[src/rtl/pc_fetch_unit.sv]
// Program-counter stage: holds the PC, selects the next PC from jump /
// branch / sequential targets, runs the req/ack fetch handshake towards
// instruction memory, parks a resolved next-PC while the pipeline is
// stalled, and counts applied taken branches (saturating) for debug.
//
// Handshake: if_req is registered and high only while the unit is in
// FETCH. An instruction completes on a rising edge where if_req=1 and
// if_ack=1. if_ack is ignored in every other cycle, and PCSrc, jump and
// the immediate fields are only sampled on that completing edge.
module pc_fetch_unit #(
  parameter logic [31:0] RESET_PC = 32'h0000_0000,
  parameter int          CNT_W    = 16
) (
  input  logic             clk,
  input  logic             rst_n,
  input  logic             PCSrc,
  input  logic [31:0]      branch_offset,
  input  logic             jump,
  input  logic [25:0]      jump_index,
  input  logic             stall,
  input  logic             if_ack,
  output logic [31:0]      pc,
  output logic [31:0]      pc_plus4,
  output logic             if_req,
  output logic [CNT_W-1:0] branch_count,
  output logic             misalign,
  output logic [1:0]       fsm_state
);

  typedef enum logic [1:0] {
    IDLE  = 2'd0,
    FETCH = 2'd1,
    HOLD  = 2'd2
  } state_t;

  localparam logic [CNT_W-1:0] CNT_ONE = {{(CNT_W-1){1'b0}}, 1'b1};
  localparam logic [CNT_W-1:0] CNT_MAX = {CNT_W{1'b1}};

  state_t      state;
  state_t      state_d;
  logic [31:0] hold_pc;
  logic        hold_br;

  logic [31:0] br_target;
  logic [31:0] jmp_target;
  logic [31:0] next_pc;
  logic        take_br;

  logic        pc_load;
  logic [31:0] pc_val;
  logic        cnt_inc;
  logic        hold_load;
  logic        req_d;

  // Target arithmetic and next-PC priority (jump over branch over +4).
  always_comb begin
    pc_plus4   = pc + 32'd4;
    br_target  = pc_plus4 + (branch_offset << 2);
    jmp_target = {pc_plus4[31:28], jump_index, 2'b00};
    take_br    = PCSrc & ~jump;
    if (jump)         next_pc = jmp_target;
    else if (take_br) next_pc = br_target;
    else              next_pc = pc_plus4;
    misalign   = |pc[1:0];
    fsm_state  = state;
  end

  // Next-state and commit decisions for the fetch handshake.
  always_comb begin
    state_d   = state;
    pc_load   = 1'b0;
    pc_val    = next_pc;
    cnt_inc   = 1'b0;
    hold_load = 1'b0;
    req_d     = if_req;
    case (state)
      IDLE: begin
        state_d = FETCH;
        req_d   = 1'b1;
      end
      FETCH: begin
        if (if_ack) begin
          if (!stall) begin
            pc_load = 1'b1;
            pc_val  = next_pc;
            cnt_inc = take_br;
          end else begin
            hold_load = 1'b1;
            req_d     = 1'b0;
            state_d   = HOLD;
          end
        end
      end
      HOLD: begin
        if (!stall) begin
          pc_load = 1'b1;
          pc_val  = hold_pc;
          cnt_inc = hold_br;
          req_d   = 1'b1;
          state_d = FETCH;
        end
      end
      default: begin
        state_d = IDLE;
        req_d   = 1'b0;
      end
    endcase
  end

  // State register.
  always_ff @(posedge clk or negedge rst_n) begin
    if (!rst_n) state <= IDLE;
    else        state <= state_d;
  end

  // PC and fetch request registers.
  always_ff @(posedge clk or negedge rst_n) begin
    if (!rst_n) begin
      pc     <= RESET_PC;
      if_req <= 1'b0;
    end else begin
      if (pc_load) pc <= pc_val;
      if_req <= req_d;
    end
  end

  // Next-PC parked while a completed instruction waits out a stall.
  always_ff @(posedge clk or negedge rst_n) begin
    if (!rst_n) begin
      hold_pc <= 32'h0000_0000;
      hold_br <= 1'b0;
    end else if (hold_load) begin
      hold_pc <= next_pc;
      hold_br <= take_br;
    end
  end

  // Saturating count of taken branches committed to pc.
  always_ff @(posedge clk or negedge rst_n) begin
    if (!rst_n)                                branch_count <= '0;
    else if (cnt_inc && branch_count != CNT_MAX) branch_count <= branch_count + CNT_ONE;
  end

endmodule

[config.mk]
export PLATFORM = sky130hd
export DESIGN_NAME = pc_fetch_unit
export DESIGN_NICKNAME = d
export VERILOG_FILES = /design/src/rtl/pc_fetch_unit.sv
export SDC_FILE = /design/constraint.sdc
export NUM_CORES = 1
export LEC_CHECK = 0
export CORE_MARGIN = 4
export CORE_UTILIZATION = 35
export CTS_CLUSTER_SIZE = 14
export DETAILED_ROUTE_END_ITERATION = 10
export GPL_TIMING_DRIVEN = 0
export SLEW_MARGIN = 20
export SYNTH_ARGS = -nofsm -noshare
export SYNTH_HDL_FRONTEND = slang
export SYNTH_SLANG_ARGS = --single-unit
[constraint.sdc]
create_clock -name clk -period 9.6 [get_ports clk]
set_input_delay 1.92 -clock clk [delete_from_list [all_inputs] [get_ports clk]]
set_output_delay 1.92 -clock clk [all_outputs]
set_load 0.05 [all_outputs]
==> qor.yml <==
yosys:
  yosysTopAreaCell: "dfrtp_1"
  yosysWarningCount: 0
  ys_seq_area_share_pct: 32.97
  synth_cell_types: 71
  synth_top_area_share_pct: 32.97
  synth_most_common_cell: "nand2_1"
  ys_async_sr_fraction_pct: 100.0
  synth_seq_cells: 83
  synth_common_cells: "nand2_1 (92), dfrtp_1 (83), a21oi_1 (56)"
  syn_area_um2: 6300
  syn_avg_cell_area_um2: 8.479
  synth_nets: 848
  netlist_instances: 743
  synth-edff-count: 0
  synth.area.top_cells: "dfrtp_1 (33%), ha_1 (7.9%), nand2_1 (5.5%)"
  ys.flop_type: "dfrtp_1"
floorplan:
  die_area_um2: 20210
  die_h_um: 142.2
  rows: 48
  coreArea_um2: 17480
  fp.dieW_um: 142.2
  ios: 148
  start_util_pct: 36.05
critical_path:
  start_kind: "flop"
  cp_slowest_cell: "clkdlybuf4s50_1"
  cp-end-kind: "output pin"
  worst-path-stages: 7
  crit_type: "flop to output pin"
  r2r_setup_slack_ps: 5320
  worstPathCellList: "ha_1 -> and3_1 -> buf_2 -> and3_1 -> nand3_1 -> xnor2_1 -> clkdlybuf4s50_1"
  worstReg2RegStart: "pc[3]"
  path_buf_inv: 2
  critPathRequiredTime_ps: 7680
  slowest_delay_ps: 900
  r2r_cells: 17
  r2r-end: "pc[28]"
  cpMostUsedCell: "and3_1"
  path_max_fanout: 6
  cp_top_family: "buffers and inverters"
  crit_arrival_ps: 3140
timing:
  timing.setup.tns_ps: 0
  tightest_slew_ps: 740.7
  final.setup_skew_ps: 6.306
  post-route-period-util_pct: 52.67
  slew_viol_final: 0
  fmax_mhz: 197.8
  fin_crit_ps: 5056
  max_slew_margin_pct: 50.62
  hold_violations: 0
  setup_viol: 0
  rsz0062_at_grt: "false"
clock_tree:
  path_clk_slew_ps: 60
  cts_tree: "yes"
  cts_max_path_buffers: 2
  cts_resized: 0
  cts_sinks: 83
  h-tree-depth: 3
  numCtsBuffers: 9
  post_cts_buffers: 0
  clkLatencyLatePin_ps: 340
  postCtsHoldBufs: 0
  cts_root_buf: "clkbuf_16"
pwr:
  total_power_mw: 2.867
  power_density_nw_per_um2: 342.9
  p_leak_nw: 3.658
  vdd.ir_drop.worst_mv: 0.1895
routing:
  vias_per_cell: 5.421
  vias: 6120
  wl_um: 21310
  drc: 0
  drt_iter0_markers: 400
  first_pass_iters: 5
  wl_per_cell_um: 18.87
  postRouteAntennaNets: 0
run:
  cap_violations: 0
cells_and_area:
  syn_to_final_growth_pct: 32.73
  stdcell_area_um2: 8362
  seq_area_um2: 2077
  multi_input_area_um2: 3981
  final_net_count: 1004
  drive_above_1_share_pct: 5.420
  fillCellCount: 1714
  diodes: 0
  fin_util_pct: 47.85
min_path:
  min_path_cells: 2
  min_from: "hold_pc[18]"
  hold_path.class: "flop to flop"
  whs_endpoint: "hold_pc[18]"
grt:
  grt_overflow: 0
  grt_use_total_pct: 20.81
  grt_pass1_wl_um: 33020
  grt_pass1_vias: 5802
  antenna_found_initial: 0
  grt_max_degree: 50
placement:
  hpwl_um: 16680
  port_buffers: 144
  routabilityCongestion: 0.8769
  placed_area_um2: 8048
outcome:
  status: "complete, no violations"
-- area by class of cell --
| type | instances | share of cell area (%) |
|---|---|---|
| buffer | 39 | 2.020 |
| clock buffer | 13 | 3.232 |
| clock inverter | 3 | 0.5237 |
| inverter | 19 | 0.8679 |
| multi-input combinational | 602 | 47.61 |
| sequential | 83 | 24.84 |
| tap | 225 | 3.367 |
| timing repair buffer | 145 | 17.54 |
-- worst register-to-register path: cells and delay by family (launching register included) --
| kind | cells | cell delay (ps) |
|---|---|---|
| xor gates and xnor gates | 1 | 350 |
| AOI/OAI and AO/OA | 8 | 1560 |
| buffers and inverters | 2 | 390 |
| adders and majority gates | 2 | 550 |
| and+or+nand+nor | 4 | 840 |
| DFF | 1 | 460 |
-- routing by layer --
layer  routed length (um)  track usage (%)  vias to the layer above
li1                     -                -                     3021
met1                10200            30.02                     2905
met2                 9624            32.82                      181
met3                 1303            4.167                       13
met4                  183            3.636                        0
met5                    0                0                        -
-- cells by family after synthesis --
family                   Yosys count  share of synthesized area (%)
AO/OA/AOI/OAI                    228                          23.71
XOR/XNOR                          62                          8.620
adder cells (fa/ha/maj)           41                          8.262
buffers and inverters             58                          3.833
flip-flops                        83                          32.97
multiplexers                      15                          2.582
AND/OR/NAND/NOR                  256                          20.02
-- per-stage QoR --
stage / hold slack, ps / worst slack, ps / cells
detailed placement: 466.2 / 4402 / 1113
floorplan: 440.3 / 4861 / 743
global placement: 456.3 / 3526 / 1112
global route: 503.9 / 4382 / 1129
finish: 474.3 / 4544 / 1129
CTS: 480.1 / 4544 / 1129
-- worst max path at each step --
stage                               to             start  slack (ps)
after CTS                 pc_plus4[25]             pc[4]        4540
after floorplan                 pc[28]             pc[2]        4860
final                     pc_plus4[24]             pc[3]        4540
after detailed placement        pc[28]  branch_offset[0]        4400
after global placement          pc[28]             rst_n        3530
after global routing      pc_plus4[25]             pc[4]        4380
-- cell usage in the layout, fill, tap and decap left out, types with 4 or more instances in the layout --
master           netlist  layout
o21ai_1               10      10
clkdlybuf4s50_1        0     143
nand2b_1               6       6
mux2_2                10      10
o21bai_1               6       6
o22ai_1                4       4
buf_1                  5       5
a21o_1                27      27
nand4_1               14      14
nor2_1                52      52
o21a_1                 6       6
nand3_1               27      27
o21ai_0               46      46
buf_4                  3       4
mux2i_1                5       5
clkbuf_1              27      28
nand2_1               92      92
a31oi_1               11      11
and3_1                21      21
a211oi_1              10      10
o211ai_1               4       4
and2_1                 8       8
inv_1                 17      17
clkbuf_16              0       9
o221ai_1               5       5
nor4_1                 4       4
and4_1                 5       5
dfrtp_1               83      83
o31ai_1                6       6
a21oi_1               56      56
xor2_1                26      26
ha_1                  40      40
xnor2_1               36      36
nor3_1                11      11
-- registers in the layout, indices dropped and copies added, names as in the netlist --
name          count
fsm_state         2
hold_pc          32
hold_br           1
branch_count     16
pc               32
-- where the power goes --
part	total (mW)	leakage [nW]	internal, mW	switching [mW]
Clock	0.362	0.156	0.223	0.138
Combinational	1.89	2.46	0.671	1.22
Sequential	0.619	1.04	0.479	0.140
Total	2.87	3.66	1.37	1.49
No activity file was read; power rests on OpenSTA's default activity.
